<file path="src/rtl/inst_encode.sv">
// inst_encode: RV32I instruction encoder, the inverse of the decode stage.
// Packs split fields into a 32-bit word through a two-stage valid/ready
// pipeline: stage A registers the fields and the format, stage B registers
// the packed word and drives the outputs.
// Optional build macro INST_ENCODE_RANGE_CHECK_EN: also flag immediates
// that the chosen format cannot represent exactly.
module inst_encode #(
    parameter int CNT_W = 16
) (
    input  logic             clk,
    input  logic             rst_n,
    input  logic             in_valid,
    output logic             in_ready,
    input  logic [4:0]       opcode,
    input  logic [4:0]       rd,
    input  logic [4:0]       rs1,
    input  logic [4:0]       rs2,
    input  logic [2:0]       func3,
    input  logic [6:0]       func7,
    input  logic [31:0]      imm,
    output logic             out_valid,
    input  logic             out_ready,
    output logic [31:0]      out_inst,
    output logic             out_err,
    output logic [CNT_W-1:0] enc_count
);

    // One-hot format bit positions
    localparam int F_R   = 0;
    localparam int F_I   = 1;
    localparam int F_S   = 2;
    localparam int F_B   = 3;
    localparam int F_U   = 4;
    localparam int F_J   = 5;
    localparam int F_Z   = 6;
    localparam int F_NA  = 7;
    localparam int F_BAD = 8;

    typedef struct packed {
        logic [4:0]  opcode;
        logic [4:0]  rd;
        logic [4:0]  rs1;
        logic [4:0]  rs2;
        logic [2:0]  func3;
        logic [6:0]  func7;
        logic [31:0] imm;
        logic [8:0]  fmt;
    } req_t;

    // vld_pipe[0]: input handshake, [1]: stage A valid, [2]: stage B valid
    logic [2:0]  vld_pipe;
    logic        b_adv;
    logic [8:0]  fmt_d;
    req_t        a_q;
    logic [31:0] inst_d;
    logic        range_err;
    logic        err_d;

    assign b_adv       = !vld_pipe[2] || out_ready;
    assign in_ready    = !vld_pipe[1] || b_adv;
    assign vld_pipe[0] = in_valid && in_ready;
    assign out_valid   = vld_pipe[2];

    // Major opcode to one-hot format, same map as decode
    always_comb begin
        fmt_d = '0;
        case (opcode)
            5'b01100:                   fmt_d[F_R]   = 1'b1;
            5'b00000, 5'b00100,
            5'b11001:                   fmt_d[F_I]   = 1'b1;
            5'b01000:                   fmt_d[F_S]   = 1'b1;
            5'b11000:                   fmt_d[F_B]   = 1'b1;
            5'b01101, 5'b00101:         fmt_d[F_U]   = 1'b1;
            5'b11011:                   fmt_d[F_J]   = 1'b1;
            5'b11100:                   fmt_d[F_Z]   = 1'b1;
            5'b00011:                   fmt_d[F_NA]  = 1'b1;
            default:                    fmt_d[F_BAD] = 1'b1;
        endcase
    end

    // Stage A: capture the field bundle whenever A is free or draining into B
    always_ff @(posedge clk or negedge rst_n) begin
        if (!rst_n) begin
            vld_pipe[1] <= 1'b0;
            a_q         <= '0;
        end else if (in_ready) begin
            vld_pipe[1] <= in_valid;
            if (in_valid)
                a_q <= '{opcode: opcode, rd: rd, rs1: rs1, rs2: rs2, func3: func3,
                         func7: func7, imm: imm, fmt: fmt_d};
        end
    end

    // Pack stage-A fields into the instruction word for its format
    always_comb begin
        inst_d = {a_q.func7, a_q.rs2, a_q.rs1, a_q.func3, a_q.rd, a_q.opcode, 2'b11};
        unique case (1'b1)
            a_q.fmt[F_I], a_q.fmt[F_NA]:
                inst_d = {a_q.imm[11:0], a_q.rs1, a_q.func3, a_q.rd, a_q.opcode, 2'b11};
            a_q.fmt[F_S]:
                inst_d = {a_q.imm[11:5], a_q.rs2, a_q.rs1, a_q.func3, a_q.imm[4:0],
                          a_q.opcode, 2'b11};
            a_q.fmt[F_B]:
                inst_d = {a_q.imm[12], a_q.imm[10:5], a_q.rs2, a_q.rs1, a_q.func3,
                          a_q.imm[4:1], a_q.imm[11], a_q.opcode, 2'b11};
            a_q.fmt[F_U]:
                inst_d = {a_q.imm[31:12], a_q.rd, a_q.opcode, 2'b11};
            a_q.fmt[F_J]:
                inst_d = {a_q.imm[20], a_q.imm[10:1], a_q.imm[11], a_q.imm[19:12],
                          a_q.rd, a_q.opcode, 2'b11};
            a_q.fmt[F_Z]:
                // imm zero-extends into the rs1 slot (decode's immZ)
                inst_d = {a_q.func7, a_q.rs2, a_q.imm[4:0], a_q.func3, a_q.rd,
                          a_q.opcode, 2'b11};
            default: ;  // R and BAD keep the R layout
        endcase
    end

`ifdef INST_ENCODE_RANGE_CHECK_EN
    // Flag immediates that the format would silently truncate
    always_comb begin
        range_err = 1'b0;
        unique case (1'b1)
            a_q.fmt[F_I], a_q.fmt[F_NA], a_q.fmt[F_S]:
                range_err = !((&a_q.imm[31:11]) || !(|a_q.imm[31:11]));
            a_q.fmt[F_B]:
                range_err = !((&a_q.imm[31:12]) || !(|a_q.imm[31:12])) || a_q.imm[0];
            a_q.fmt[F_J]:
                range_err = !((&a_q.imm[31:20]) || !(|a_q.imm[31:20])) || a_q.imm[0];
            a_q.fmt[F_U]:
                range_err = |a_q.imm[11:0];
            a_q.fmt[F_Z]:
                range_err = |a_q.imm[31:5];
            default: ;
        endcase
    end
`else
    assign range_err = 1'b0;
`endif

    assign err_d = a_q.fmt[F_BAD] || range_err;

    // Stage B: load the packed word when empty or when the consumer takes it
    always_ff @(posedge clk or negedge rst_n) begin
        if (!rst_n) begin
            vld_pipe[2] <= 1'b0;
            out_inst    <= '0;
            out_err     <= 1'b0;
        end else if (b_adv) begin
            vld_pipe[2] <= vld_pipe[1];
            if (vld_pipe[1]) begin
                out_inst <= inst_d;
                out_err  <= err_d;
            end
        end
    end

    // Count accepted bundles, wrapping at 2^CNT_W
    always_ff @(posedge clk or negedge rst_n) begin
        if (!rst_n)
            enc_count <= '0;
        else if (vld_pipe[0])
            enc_count <= enc_count + CNT_W'(1);
    end

endmodule
</file>
<file path="config.mk">
export PLATFORM = sky130hd
export DESIGN_NAME = inst_encode
export DESIGN_NICKNAME = d
export VERILOG_FILES = /design/src/rtl/inst_encode.sv
export SDC_FILE = /design/constraint.sdc
export NUM_CORES = 1
export LEC_CHECK = 0
export ABC_AREA = 1
export BUFFER_PORTS_ARGS = -buffer_cell sky130_fd_sc_hd__buf_2
export CORE_ASPECT_RATIO = 1.4
export CORE_MARGIN = 3
export CORE_UTILIZATION = 41
export DETAILED_ROUTE_END_ITERATION = 10
export HOLD_SLACK_MARGIN = 0.05
export PLACE_DENSITY_LB_ADDON = 0.1
export SLEW_MARGIN = 20
export SYNTH_ARGS = -nofsm -noshare
export SYNTH_HDL_FRONTEND = slang
export SYNTH_SLANG_ARGS = --single-unit
export TNS_END_PERCENT = 10
</file>
<file path="constraint.sdc">
create_clock -name clk -period 1.61 [get_ports clk]
set_clock_uncertainty 0.1 [all_clocks]
set_input_delay 0.0805 -clock clk [delete_from_list [all_inputs] [get_ports clk]]
set_output_delay 0.0805 -clock clk [all_outputs]
set_load 0.02 [all_outputs]
</file>
## Word level (Yosys, flattened, before mapping)

Cells that the tools add are included.
Widths: inputs -> output; s select.

- Register bits after elaboration: 122
- Bits of input ports: 66
- Output and inout bits: 51
- Word-level logic and storage cells: 46

- $add $sub $neg: 1
- Equal/unequal tests: 10
- Muxes and demuxes: 10
- Reduce and logical (&&, ||, !) cells: 12

Operator list:

| cell | count |
|---|---|
| $pmux 32 s6 | 1 |
| $eq 5x5->1 const B | 4 |
| $add 16x1->16 const B | 1 |
| $eq 5x4->1 const B | 3 |
| $reduce_or 11->1 | 1 |
| $eq 5x3->1 const B | 2 |
| $mux 1 | 9 |
| $eq 5x2->1 const B | 1 |
| $logic_not 5->1 | 1 |
| $reduce_and 2->1 | 2 |
| $reduce_or 2->1 | 2 |
| $reduce_or 3->1 | 1 |
| $logic_not 1->1 | 2 |
| $logic_or 1x1->1 | 2 |
| $logic_and 1x1->1 | 1 |

## Longest topological paths before layout

- Depth in word-level cells: 4
- Gate-level depth with buffers: 9
- Gate-level depth less buffers: 9

## Worst setup path before layout

No wires, ideal clock.

- Kind: reg2reg
- Start point: register vld_pipe[2] (netlist: out_valid)
- End point: register enc_count[1]
- Library setup time: 0.117 ns
- Arrival: 1.413 ns
- Data required time: 1.393 ns
- Slack: -0.020 ns
- Stages on the path, launching flop included: 8
- Buffers on the path: 2
- Period minus slack after synthesis: 1.630 ns
- Path through: dfrtp_1 nand3_1 nand2_2 inv_2 buf_2 buf_2 nand2_1 nand2_1

- Longest elaborated chain between the ends: 4

RTL lines:

| item | line | RTL |
|---|---|---|
| start: declaration | 51 | `logic [2:0] vld_pipe;` |
| start signal: assignment | 150 | `vld_pipe[2] <= vld_pipe[1];` |
| $logic_not 1->1 | 59 | `assign b_adv = !vld_pipe[2] \|\| out_ready;` |
| $logic_or 1x1->1 | 59 |  |
| $logic_or 1x1->1 | 60 | `assign in_ready = !vld_pipe[1] \|\| b_adv;` |
| named net in_ready | 13 | `output logic in_ready,` |
| $logic_and 1x1->1 | 61 | `assign vld_pipe[0] = in_valid && in_ready;` |
| end signal: assignment | 163 | `enc_count <= enc_count + CNT_W'(1);` |
| end: declaration | 25 | `output logic [CNT_W-1:0] enc_count` |

The timed path passes the listed nets, and every way through them passes these cells.
A chain may end at the register's enable or synchronous reset.

## Worst setup path after layout

- Start point: register vld_pipe[2] (netlist: out_valid)
- End point: register a_q[15] in the netlist's numbering

- Longest elaborated chain between the ends: 4

RTL lines:

| item | line | RTL |
|---|---|---|
| $logic_not 1->1 | 59 |  |
| $logic_or 1x1->1 | 59 |  |
| $logic_or 1x1->1 | 60 |  |
| $reduce_and 2->1 (no line) | -- |  |
| end signal: assignment | 89 | `a_q <= '{opcode: opcode, rd: rd, rs1: rs1, rs2: rs2, func3: func3,` |
| end: declaration | 54 | `req_t a_q;` |

Every way passes these cells.

==> results.json <==
{
  "initial_utilization": 0.426,
  "dp_hpwl_um": 11200,
  "timing.hold.ws_ns": 0.127,
  "outcome": "completed",
  "diodes": 0,
  "max_freq_mhz": 676,
  "leakagePower_nw": 4.18,
  "ys_warn_count": 0,
  "final_nets": 1037,
  "p_int_mw": 7.51,
  "avgSynthCellArea_um2": 7.43,
  "initialDrtViolationCount": 303,
  "period_needed_ns": 1.48,
  "reg2reg_slack_ns": 0.13,
  "cts_sinks": 120,
  "antenna_found_initial": 0,
  "rr_worst_depth": 6,
  "rsz0062_at_grt": "false",
  "cts_root_buf": "clkbuf_16",
  "p_comb_frac": 0.261,
  "ys.flop_type": "dfrtp_1",
  "netSwitchingFraction": 0.324,
  "clock_latency_ns": 0.41,
  "layout_common_cells": "nand2_1 (396), dfrtp_1 (120), buf_2 (115)",
  "viasPerCell": 4.86,
  "vias": 5647,
  "highest_layer": "met4",
  "worstPathArrival_ns": 1.71,
  "rows": 50,
  "wl_met3_um": 821,
  "tightest_slew_ns": 0.399,
  "cp-end-kind": "flip-flop",
  "remaining_drc_errors": 0,
  "hold_viol": 0,
  "synth_edf_count": 0,
  "chipHeight_um": 146,
  "drive_above_1_share": 0.199,
  "yosys.area.top_type": "dfrtp_1",
  "met2WireLength_um": 8490,
  "final_common_cell": "nand2_1",
  "numCtsBuffers": 17,
  "die-area_um2": 15600,
  "slew_headroom": 0.734,
  "grt_pass1_wl_um": 27600,
  "io_pins": 117,
  "setup_ws_ns": 0.130,
  "die_w_um": 106,
  "multi_input_comb_area_um2": 2460,
  "synth_top_area_share": 0.520,
  "dr.pass1.iters": 5,
  "worstSetupPathType": "flip-flop to flip-flop",
  "startpoint_type": "flip-flop",
  "grt_usage": 0.222,
  "grt_max_degree": 48,
  "fillers": 1246,
  "register_area_um2": 3000,
  "syn_area_um2": 5780,
  "layout.cells.non_filler": 1163,
  "clk_pin_slew_ns": 0.05,
  "timing.final.crit_share": 0.919,
  "switching_power_mw": 3.60,
  "syn_inst": 778,
  "synth_area_leaders": "dfrtp_1 (52%), nand2_1 (26%), nor2_1 (3.5%)",
  "maxCapViolations": 0,
  "core_um2": 13600,
  "m1WireLength_um": 7130,
  "cts_htree_levels": 4,
  "routabilityCongestion": 0.929,
  "ir_worst_vdd_mv": 0.891,
  "dp_worst_setup_slack_ns": -0.00516,
  "maxSlewViolCount": 0,
  "r2r-start": "out_valid$_DFFE_PN0P_",
  "routedWlPerCell_um": 14.5,
  "cts_tree": "done",
  "numPortBuffers": 116,
  "syn-num-nets": 845,
  "pwr-share-seq": 0.372,
  "grt_pass1_vias": 5598,
  "ys_types": 27,
  "setup_viol_count_final": 0,
  "p_clk_frac": 0.367,
  "hold_class": "input port to asynchronous set/reset pin",
  "crit_fanout": 31,
  "crit_required_ns": 1.84,
  "synth_seq_cells": 120,
  "dp.cells": 1064,
  "async_flop_share": 1.00,
  "antenna_left": 0,
  "wirelength_um": 16800,
  "power_density_nw_per_um2": 1390,
  "r2r-end": "a_q[15]$_DFFE_PN0P_",
  "syn_to_final_growth_pct": 38.7,
  "overflow": 0,
  "clockBufferDepth": 2,
  "yosysSeqAreaShare": 0.520
}
-- through the flow --
| step | power [mW] | utilization | area, µm² | TNS, ns |
|---|---|---|---|---|
| floorplan | 5.78 | - | 5780 | 0 |
| global placement | 6.80 | 0.491 | 6670 | 0 |
| detailed placement | 6.85 | 0.491 | 6670 | -0.00516 |
| CTS | 11.1 | 0.587 | 7970 | 0 |
| global route | 11.7 | 0.591 | 8020 | 0 |
| finish | 11.1 | 0.591 | 8020 | 0 |
-- final cells by class --
type                       instances  area share
inverter                          46      0.0215
multi-input combinational        578       0.307
clock buffer                      22      0.0617
clock inverter                     8      0.0178
tap                              182      0.0284
sequential                       120       0.375
timing repair buffer             207       0.189
-- synth_stat cells (2+ instances only) --
master    instances
nand2_1         398
dfrtp_1         120
nor2_1           54
inv_1            35
o21ai_1          35
o21ai_0          25
nand3_1          16
clkbuf_1         15
nand4_1          15
a21oi_1          13
buf_2            12
inv_2            10
xor2_1            5
a22oi_1           4
buf_6             4
nand2_2           3
xnor2_1           3
buf_1             2
-- critical path: stages, from the launching register on --
cell and delay, ns:
dfrtp_1 0.40, nand3_2 0.11, nand2_2 0.10, inv_2 0.28
buf_12 0.23, nand2_1 0.07, o21ai_1 0.08
-- power by group through the flow --
stage	combinational, mW	sequential, mW	clock [mW]
2_1_floorplan	1.20	4.58	0
3_3_place_gp	2.65	4.15	0
3_5_place_dp	2.68	4.17	0
4_1_cts	2.83	4.13	4.14
5_1_grt	3.22	4.21	4.30
6_report	2.90	4.13	4.08
-- sequential cells by signal, indices dropped and copies added, names as in the netlist --
signal     cells
out_valid      1
a_q           70
out_err        1
vld_pipe       1
out_inst      31
enc_count     16
-- routing by layer --
metal  vias up  global-route usage
met5         -                   0
met4         0              0.0810
met3        28              0.0504
met2       173               0.373
met1      2645               0.277
li1       2801                   -
-- worst max path at each step --
stage                                         from                  endpoint  slack (ns)  cells past startpoint
after CTS                 enc_count[1]$_DFFE_PN0P_  enc_count[8]$_DFFE_PN0P_        0.05                      8
after detailed placement  enc_count[1]$_DFFE_PN0P_  enc_count[8]$_DFFE_PN0P_      -0.005                      8
final                        out_valid$_DFFE_PN0P_       a_q[15]$_DFFE_PN0P_        0.13                      6
after global placement    enc_count[1]$_DFFE_PN0P_  enc_count[8]$_DFFE_PN0P_        0.07                      8
after global routing         out_valid$_DFFE_PN0P_        a_q[8]$_DFFE_PN0P_       0.009                      7
after floorplan           enc_count[1]$_DFFE_PN0P_  enc_count[8]$_DFFE_PN0P_        0.02                      8
-- logic make-up after synthesis --
logic type                 synth area share
and+or+nand+nor                       0.336
DFF                                   0.520
buffers and inverters                0.0604
AOI/OAI and AO/OA                    0.0697
xor gates and xnor gates             0.0121
adders and majority gates           0.00217
-- timing repair --
action | 4_1_cts | 5_1_grt
gates cloned | 0 | 0
buffers inserted | 0 | 3
hold buffers | 66 | 0
pin swaps | 0 | 1
setup endpoints to repair | 1 | 6
gates resized for setup | 1 | 7
hold endpoints to repair | 193 | 0
No activity file was read; power rests on OpenSTA's default activity.
